--- config.mk ---
export PLATFORM = sky130hd
export DESIGN_NAME = mux16_rr_arbiter
export DESIGN_NICKNAME = d
export VERILOG_FILES = /design/src/rtl/mux16_rr_arbiter.sv
export SDC_FILE = /design/constraint.sdc
export NUM_CORES = 1
export LEC_CHECK = 0
export BUFFER_PORTS_ARGS = -buffer_cell sky130_fd_sc_hd__buf_2
export CAP_MARGIN = 15
export CORE_MARGIN = 8
export CORE_UTILIZATION = 45
export CTS_CLUSTER_DIAMETER = 100
export CTS_CLUSTER_SIZE = 40
export DETAILED_ROUTE_END_ITERATION = 10
export MAX_ROUTING_LAYER = met4
export PLACE_DENSITY_LB_ADDON = 0.25
export SETUP_SLACK_MARGIN = 0.3
export SLEW_MARGIN = 20
export SYNTH_ARGS = -nofsm -noshare
export SYNTH_HDL_FRONTEND = slang
export SYNTH_SLANG_ARGS = --single-unit
--- constraint.sdc ---
create_clock -name clk -period 6.9 [get_ports clk]
set_clock_uncertainty 0.1 [all_clocks]
set_input_delay 0.345 -clock clk [delete_from_list [all_inputs] [get_ports clk]]
set_output_delay 0.345 -clock clk [all_outputs]
set_load 0.1 [all_outputs]
--- src/rtl/mux16_rr_arbiter.sv ---
`default_nettype none
// ============================================================================
// Module   : mux16_rr_arbiter
// Purpose  : Round-robin arbiter that shares one 16-way 1-bit multiplexer
//            among 16 requesters. One owner at a time, with an optional
//            hold limit. A dead cycle separates consecutive owners so the
//            downstream mux never switches between two live owners on a
//            single edge.
// Ports    :
//   clk      in   1   single clock, rising edge
//   rst      in   1   synchronous active-high reset
//   req      in  16   level-sensitive request lines (bit i = mux input i)
//   grant    out 16   registered one-hot grant, or zero
//   sel      out  4   registered index of the current / most recent owner
//   busy     out  1   registered, high exactly when grant is non-zero
//   expired  out  1   one-cycle pulse when ownership ended on the hold limit
// Params   :
//   MAX_HOLD  max consecutive grant cycles per ownership, 0 = unlimited
//             (legal range 0..255)
// Revision : 1.0 - initial release
// ============================================================================
module mux16_rr_arbiter #(
    parameter int MAX_HOLD = 16
) (
    input  logic        clk,
    input  logic        rst,
    input  logic [15:0] req,
    output logic [15:0] grant,
    output logic [3:0]  sel,
    output logic        busy,
    output logic        expired
);

    typedef enum logic [1:0] {
        ST_IDLE    = 2'd0,
        ST_GRANT   = 2'd1,
        ST_RELEASE = 2'd2
    } state_t;

    localparam logic [7:0] C_MAX_HOLD = MAX_HOLD[7:0];
    localparam logic       C_HOLD_EN  = (MAX_HOLD != 0);
    localparam logic [7:0] C_HCNT_SAT = 8'hFF;

    state_t      state_q,   state_d;
    logic [15:0] grant_q,   grant_d;
    logic [3:0]  sel_q,     sel_d;
    logic        busy_q,    busy_d;
    logic        expired_q, expired_d;
    logic [3:0]  ptr_q,     ptr_d;
    logic [7:0]  hcnt_q,    hcnt_d;

    // Rotating priority search: first set request at or above ptr_q,
    // wrapping 15 -> 0. The 4-bit sum wraps naturally.
    logic       win_found;
    logic [3:0] win_idx;

    always_comb begin
        logic [3:0] cand;
        win_found = 1'b0;
        win_idx   = ptr_q;
        for (int i = 0; i < 16; i++) begin
            cand = ptr_q + 4'(i);
            if (!win_found && req[cand]) begin
                win_found = 1'b1;
                win_idx   = cand;
            end
        end
    end

    always_comb begin
        state_d   = state_q;
        grant_d   = grant_q;
        sel_d     = sel_q;
        busy_d    = busy_q;
        expired_d = 1'b0;
        ptr_d     = ptr_q;
        hcnt_d    = hcnt_q;

        case (state_q)
            ST_IDLE: begin
                if (win_found) begin
                    state_d = ST_GRANT;
                    grant_d = 16'h0001 << win_idx;
                    sel_d   = win_idx;
                    busy_d  = 1'b1;
                    hcnt_d  = 8'd1;
                    ptr_d   = win_idx + 4'd1;
                end
            end

            ST_GRANT: begin
                // A drop takes precedence over the hold limit, so a
                // coincident drop never reports expiry.
                if (!req[sel_q]) begin
                    state_d = ST_RELEASE;
                    grant_d = 16'h0000;
                    busy_d  = 1'b0;
                end else if (C_HOLD_EN && (hcnt_q == C_MAX_HOLD)) begin
                    state_d   = ST_RELEASE;
                    grant_d   = 16'h0000;
                    busy_d    = 1'b0;
                    expired_d = 1'b1;
                end else if (hcnt_q != C_HCNT_SAT) begin
                    hcnt_d = hcnt_q + 8'd1;
                end
            end

            ST_RELEASE: begin
                // Dead cycle; sel keeps pointing at the previous owner.
                state_d = ST_IDLE;
            end

            default: begin
                state_d = ST_IDLE;
                grant_d = 16'h0000;
                busy_d  = 1'b0;
            end
        endcase
    end

    always_ff @(posedge clk) begin
        if (rst) begin
            state_q   <= ST_IDLE;
            grant_q   <= 16'h0000;
            sel_q     <= 4'd0;
            busy_q    <= 1'b0;
            expired_q <= 1'b0;
            ptr_q     <= 4'd0;
            hcnt_q    <= 8'd0;
        end else begin
            state_q   <= state_d;
            grant_q   <= grant_d;
            sel_q     <= sel_d;
            busy_q    <= busy_d;
            expired_q <= expired_d;
            ptr_q     <= ptr_d;
            hcnt_q    <= hcnt_d;
        end
    end

    assign grant   = grant_q;
    assign sel     = sel_q;
    assign busy    = busy_q;
    assign expired = expired_q;

endmodule
`default_nettype wire

==> reports/summary.txt, run 1 <==
Status = finished clean
Asr flop ratio synth = 0%
Remaining DRCs = 0
Largest net degree at the start of global routing = 37
I/O Pins = 40
Area leader, netlist = mux4_2
Synth Area in Compound Gates = 20.6%
Post-synth top cells = nor2_1, nand2_1, mux4_2, dfxtp_1, mux2i_1
Diodes inserted = 0
CP max stage delay = 900 ps
Chip height = 113 um
Port Buffers = 39
Area contributors post-synth = mux4_2, dfxtp_1, mux2i_1
RSZ-0062 raised after global routing = no
TritonRoute pass-1 iters = 4
CTS Hold Bufs = 0
Worst slew margin = 31.2%
CP Launch Type = register
Crit end category = register
Crit path cell chain = inv_1 -> ha_1 -> mux2_2 -> mux4_2 -> and2_1 -> a211oi_4 -> nand3_1 -> o211ai_1 -> a21oi_1 -> a311o_1 -> a21oi_1 -> or2_1 -> inv_2 -> ha_1 -> a22oi_1 -> nor2_1
CTS tree = built
Core Region = 9150 um^2
Worst EP arrival = 5220 ps
Synth Area in Simple Gates = 19.0%
RD Place Congestion = 0.993
Count leader, synth = nor2_1
Remaining Overflow, GRT = 0
# placed instances = 595
FP Rows = 35
Layout cells sized above 1 = 24.6%
Yosys cell types = 77
Worst-Skew Late Latency = 290 ps
Drt via density = 6.64
Top Family by Delay on Critical Path = compound AO/OA/AOI/OAI gates
Final setup viols = 0
Slowest cell on the critical path = ha_1
Yosys warnings = 0
Fin. Hold Viols = 0
Final wirelength = 12800 um
Share of the synthesized area in the top cell type = 19.8%
Ys flop type = dfxtp_1
CTS Buf Count = 5
Worst-margin pin slew = 1000 ps
Clk root buf = clkbuf_8
Clock Sinks = 36
Vias in the first global route = 3802
Met1 Wirelength = 5660 um
Slew Viols, Final = 0
EDFF count, synth = 0
Die area = 12700 um^2
Mapped Area = 4210 um^2
Initial antenna violation count = 0
Starting Density = 46.0%
Adder-Cell Fraction of Synth Area = 4.46%
Post-CTS sizing = 0
Die Wd = 113 um
DR top layer = met4
Global-route wire length before repair = 20400 um
Post-synthesis mux area share = 29.7%
Setup tns final = 0 ps
Fmax achieved = 194 MHz
CTS max path bufs = 2
Seq cells post-synth = 36
Area growth from synthesis to layout = 8.50%
MaxCap Viol Count = 0
Post-CTS setup buffer count = 0
Final HPWL DP = 9820 um
Syn Nets = 497
WL/cell = 21.1 um
Detail Route Antenna Nets = 0
Sequential share of the synthesized area = 17.1%
Worst hold path class = input port to register
Nets = 524
Crit share post-route = 74.6%
Crit path max fanout = 23
Main combinational cell family by area after synthesis = multiplexers
DR iter-0 viols = 393
Total GRT Usage = 20.3%
WL met3 = 769 um
CTS clk-pin slew, worst paths = 70 ps
Synth Area in XOR/XNOR = 4.55%
Crit path kind = register to register
Vias = 4003
Avg Cell Area, Syn = 9.07 um^2
Crit path buf inv count = 2
Mapped Cells = 464
Met2 Routed Length = 6120 um
Final worst path period need = 5150 ps
CP Data Required Time = 6970 ps
Non-Filler Instances = 603
H-tree levels = 2
## routing by layer
metal	global-route usage (%)	vias up
met3	3.14	21
met4	4.68	0
li1	-	1859
met1	25.9	1941
met5	-	-
met2	33.1	182
## registers in the layout (all words and copies together) (netlist names)
signal	count
sel	4
state_q	2
busy	1
ptr_q	4
expired	1
grant	16
hcnt_q	8
## layout by cell type, fill, tap and decap left out, types with 7 or more instances in the layout
cell type,count
a21oi_1,24
a22oi_1,7
a31oi_1,8
a32o_1,14
buf_2,39
dfxtp_1,35
ha_1,15
inv_1,12
mux2_2,13
mux2i_1,27
mux4_2,37
nand2_1,39
nand3_1,9
nor2_1,46
nor2b_1,11
nor3_1,7
o211ai_1,8
o21ai_0,14
o21ai_1,8
xnor2_1,7
xor2_1,8
## worst register-to-register path, cell delays in order, from the launching register on
cell and delay (ps):
dfxtp_1 330, inv_1 130, ha_1 900, mux2_2 450, mux4_2 500, and2_1 220
a211oi_4 390, nand3_1 120, o211ai_1 200, a21oi_1 60, a311o_1 360, a21oi_1 270
or2_1 390, inv_2 140, ha_1 240, a22oi_1 170, nor2_1 50
## cell families after synthesis
| group | count (synthesis) |
|---|---|
| and+or+nand+nor | 154 |
| AOI/OAI and AO/OA | 122 |
| muxes | 77 |
| buffers and inverters | 42 |
| DFF | 36 |
| xor gates and xnor gates | 18 |
| adders and majority gates | 15 |
## cell type report
type                            instances  area [um^2]
Clock buffer                            6         72.6
Clock inverter                          2         35.0
Fill cell                             854         4580
Inverter                               17         63.8
Multi-Input combinational cell        386         3300
Sequential cell                        36          722
Tap cell                              111          139
Timing Repair Buffer                   45          240
## worst paths after layout
check	start	to	slack [ps]	depth (start not counted)
worst max-delay path	ptr_q[1]$_SDFFE_PP0P_	grant[15]$_SDFFE_PP0P_	1750	16
worst max register to register	ptr_q[1]$_SDFFE_PP0P_	grant[15]$_SDFFE_PP0P_	1750	16
worst min register to register	grant[6]$_SDFFE_PP0P_	grant[6]$_SDFFE_PP0P_	360	1
worst min-delay path	rst	grant[15]$_SDFFE_PP0P_	360	2
## stage by stage
step	hold slack, ps	worst slack [ps]	util, %	cell area, um^2
CTS	347	1790	49.9	4570
global placement	347	1920	48.7	4460
global route	371	1440	49.9	4570
floorplan	391	1880	-	4210
detailed placement	352	1800	48.7	4460
finish	356	1750	49.9	4570
Power of run 1 is not shown: default switching activity piles up to over one toggle a cycle in this logic, so the estimate is an artifact.
==> run 2: changes to the inputs <==
- ABC_AREA: unset -> 1
- clock period: 6.9 -> 5 ns (I/O delays scaled with it)
==> reports/summary.txt, run 2 <==
Status = finished clean
Setup slack, reg-to-reg = 670 ps
Ys flop type = dfxtp_1
DR iter-0 viols = 214
RD Place Congestion = 0.984
CTS tree = built
Die Wd = 108 um
Nets = 716
Remaining Overflow, GRT = 0
Syn Nets = 682
Filler cells = 874
Crit share post-route = 86.5%
Worst setup margin = 674 ps
Vias in the first global route = 3902
WHS = 295 ps
Worst-margin pin slew = 628 ps
Worst EP arrival = 4400 ps
CP Launch Type = register
Non-Filler Instances = 789
Final HPWL DP = 8660 um
RSZ-0062 raised after global routing = no
Vias = 4098
Crit path max fanout = 11
Final wirelength = 10800 um
Number of flip-flops in the largest register = 16
Commonest non-fill, non-tap cell in the layout = nand2_1
WL/cell = 13.7 um
Detail Route Antenna Nets = 0
Hold Path Origin = rst
Largest net degree at the start of global routing = 28
Worst-Skew Late Latency = 290 ps
Port Buffers = 39
Final setup viols = 0
Area contributors post-synth = nand2_1, dfxtp_1, nand3_1
Total GRT Usage = 19.4%
Initial antenna violation count = 0
Chip height = 108 um
H-tree levels = 2
Beginning of the worst register-to-register path = ptr_q[2]$_SDFFE_PP0P_
Clock Sinks = 36
Yosys cell types = 46
Global-route wire length before repair = 18000 um
Sequential share of the synthesized area = 18.9%
Crit end category = register
Worst hold path class = input port to register
Fin. Hold Viols = 0
Crit path buf inv count = 5
Die area = 11700 um^2
Post-CTS sizing = 0
CTS Hold Bufs = 0
CTS clk-pin slew, worst paths = 70 ps
Slowest cell on the critical path = dfxtp_1
Post-synth top cells = nand2_1, nand3_1, inv_1, nor2_1, dfxtp_1
Mapped Cells = 649
Seq cells post-synth = 36
FF-to-FF path depth = 25
Avg Cell Area, Syn = 5.88 um^2
Worst slew margin = 57.8%
Fmax achieved = 231 MHz
Count leader, synth = nand2_1
CTS Buf Count = 5
Layout cells sized above 1 = 14.2%
TritonRoute pass-1 iters = 6
CTS max path bufs = 2
Hold worst-path end = grant[9]$_SDFFE_PP0P_
Critical path's most frequent cell = nand2_1
Asr flop ratio synth = 0%
Top Family by Delay on Critical Path = simple AND/OR/NAND/NOR gates
Yosys warnings = 0
I/O Pins = 40
Diodes inserted = 0
Remaining DRCs = 0
Area leader, netlist = nand2_1
Slew Viols, Final = 0
# placed instances = 781
Post-CTS setup buffer count = 0
Setup tns final = 0 ps
Critical R2R Capture = ptr_q[2]$_SDFFE_PP0P_
Starting Density = 46.5%
Clk root buf = clkbuf_8
Drt via density = 5.19
Most frequent cells in the layout = nand2_1, nand3_1, inv_1
Cells on Worst Hold Path = 2
Mapped Area = 3820 um^2
CP max stage delay = 610 ps
Core Region = 8220 um^2
Crit path kind = register to register
Pre-CTS setup slack = 727 ps
Final worst path period need = 4330 ps
EDFF count, synth = 0
MaxCap Viol Count = 0
FP Rows = 33
Area growth from synthesis to layout = 10.5%
Share of the synthesized area in the top cell type = 19.1%
CP Data Required Time = 5080 ps
[run 2: routing by layer]
layer	part of all wire (%)	track usage, %	vias to the layer above
met2	50	34.2	100
met4	1.4	5.75	0
met5	0	-	-
li1	-	-	2159
met3	4.6	2.14	15
met1	44	22.5	1824
[run 2: through the flow]
stage / cell area (um^2) / utilization (%)
final: 4220 / 51.3
after global routing: 4220 / 51.3
after CTS: 4220 / 51.3
after detailed placement: 4060 / 49.4
after global placement: 4060 / 49.4
after floorplan: 3820 / -
[run 2: how the worst max path moves through the flow]
stage / start / to / slack, ps / depth (start not counted)
detailed placement: ptr_q[2]$_SDFFE_PP0P_ / ptr_q[2]$_SDFFE_PP0P_ / 730 / 25
global route: ptr_q[2]$_SDFFE_PP0P_ / ptr_q[2]$_SDFFE_PP0P_ / 350 / 26
CTS: ptr_q[2]$_SDFFE_PP0P_ / ptr_q[2]$_SDFFE_PP0P_ / 700 / 25
global placement: ptr_q[2]$_SDFFE_PP0P_ / ptr_q[2]$_SDFFE_PP0P_ / 860 / 25
floorplan: ptr_q[1]$_SDFFE_PP0P_ / ptr_q[2]$_SDFFE_PP0P_ / 1040 / 28
finish: ptr_q[2]$_SDFFE_PP0P_ / ptr_q[2]$_SDFFE_PP0P_ / 670 / 25
[run 2: cell families (layout without fill, tap and decap cells)]
logic type / after synthesis / after routing / synth area share, %
AO/OA/AOI/OAI: 71 / 71 / 11.2
XOR/XNOR: 10 / 10 / 2.79
adder cells (fa/ha/maj): 15 / 15 / 4.92
buffers and inverters: 104 / 139 / 12.0
flip-flops: 36 / 36 / 18.9
multiplexers: 3 / 3 / 0.787
AND/OR/NAND/NOR: 410 / 410 / 49.4
[run 2: worst register-to-register path, delay by kind of cell (launching register included)]
kind | cells | cell delay [ps]
flops | 1 | 610
compound gates | 3 | 360
buf+inv | 5 | 570
simple gates | 14 | 1650
fa+ha+maj | 3 | 920
[run 2: layout make-up]
cell class	instances	area [um^2]	area share [%]
Clock buffer	5	68.8	1.63
Clock inverter	3	90.1	2.14
Inverter	85	322	7.62
Multi-Input combinational cell	509	2640	62.5
Sequential cell	36	721	17.1
Tap cell	105	131	3.11
Timing Repair Buffer	46	248	5.87
Power of run 2 is left out for the same reason.
==> run 3: changes to the inputs <==
- CELL_PAD_IN_SITES_DETAIL_PLACEMENT: unset -> 0
- CELL_PAD_IN_SITES_GLOBAL_PLACEMENT: unset -> 1
- CORE_UTILIZATION: 45 -> 35
==> reports/summary.txt, run 3 (same netlist as run 2, synthesis figures left out) <==
Post-CTS setup buffer count = 0
Drt via density = 4.92
Crit end category = register
CP Data Required Time = 5080 ps
Final wirelength = 11600 um
Die Wd = 120 um
DR iter-0 viols = 215
Post-DP Area = 4100 um^2
RD Place Congestion = 0.894
Chip height = 120 um
CP Launch Type = register
Most frequent cells in the layout = nand2_1, nand3_1, inv_1
Nets = 716
Slew Viols, Final = 0
Port Buffers = 39
Number of flip-flops in the largest register = 16
Final HPWL DP = 9390 um
Vias in the first global route = 3774
CTS tree = built
Remaining DRCs = 0
Worst EP arrival = 4310 ps
Worst-margin pin slew = 647 ps
Final instance area = 4200 um^2
CTS max path bufs = 2
# placed instances = 816
Final setup viols = 0
CTS clk-pin slew, worst paths = 80 ps
Crit path max fanout = 14
Worst hold path class = input port to register
Detail Route Antenna Nets = 0
Clk root buf = clkbuf_8
I/O Pins = 40
TritonRoute pass-1 iters = 7
Fin. Hold Viols = 0
FP Rows = 38
Non-Filler Instances = 824
Crit path kind = register to register
Worst-Skew Late Latency = 290 ps
Filler cells = 1261
Starting Density = 35.5%
Vias = 4053
Global-route wire length before repair = 19200 um
Status = finished clean
Largest net degree at the start of global routing = 28
CTS Buf Count = 5
Die area = 14500 um^2
Commonest non-fill, non-tap cell in the layout = nand2_1
Diodes inserted = 0
Core Region = 10700 um^2
Total GRT Usage = 16.8%
Remaining Overflow, GRT = 0
Initial antenna violation count = 0
Crit share post-route = 84.6%
MaxCap Viol Count = 0
Layout cells sized above 1 = 14.3%
Area growth from synthesis to layout = 10.1%
RSZ-0062 raised after global routing = no
Worst slew margin = 56.5%
H-tree levels = 2
WL/cell = 14.1 um
Fmax achieved = 236 MHz
Setup tns final = 0 ps
Final worst path period need = 4230 ps
Clock Sinks = 36
-- run 3: repair_timing --
action	4_1_cts	5_1_grt
gates resized for setup	0	3
hold buffers	0	0
setup endpoints to repair	0	31
-- run 3: final cells by class --
type / count / area (um^2) / share of cell area [%]
clock buffers: 7 / 86.3 / 2.05
clock inverters: 1 / 7.51 / 0.179
inverters: 85 / 325 / 7.74
multi-input cells: 509 / 2640 / 62.7
flip-flops and latches: 36 / 724 / 17.2
well taps: 140 / 175 / 4.17
repair buffers: 46 / 248 / 5.89
-- run 3: worst paths after layout --
kind,from,endpoint,slack [ps],cells past startpoint
min,rst,grant[14]$_SDFFE_PP0P_,300,2
max reg2reg,ptr_q[1]$_SDFFE_PP0P_,ptr_q[2]$_SDFFE_PP0P_,770,26
max,ptr_q[1]$_SDFFE_PP0P_,ptr_q[2]$_SDFFE_PP0P_,770,26
min reg2reg,grant[5]$_SDFFE_PP0P_,grant[5]$_SDFFE_PP0P_,360,2
-- run 3: metrics by stage --
| stage | setup slack [ps] | hold slack, ps | util, % |
|---|---|---|---|
| global route | 361 | 343 | 39.1 |
| finish | 770 | 301 | 39.1 |
| CTS | 406 | 300 | 39.1 |
| floorplan | 1040 | 360 | - |
| global placement | 641 | 348 | 38.2 |
| detailed placement | 437 | 353 | 38.2 |
-- run 3: per-layer routing --
| metal | track usage (%) | wire length, um |
|---|---|---|
| met3 | 3.03 | 489 |
| met5 | - | 0 |
| met4 | 1.64 | 38 |
| met1 | 22.5 | 5750 |
| met2 | 26.7 | 5350 |
-- run 3: critical path, stage by stage, from the launching register on --
cell	delay, ps
dfxtp_1	340
inv_1	60
buf_4	190
ha_1	430
inv_1	210
nand3_1	160
nand3_1	90
nand2_1	140
nand3_4	110
nor2_8	160
nand4_4	110
nor3_4	200
nand3_2	120
inv_2	90
nand2_2	60
nor2_4	150
nand3_1	160
o21ai_0	130
inv_1	60
nand2_1	70
nand2_1	60
nand2_1	140
inv_1	100
ha_1	220
ha_1	270
o21ai_0	150
a21oi_1	50
Power of run 3 is left out for the same reason.
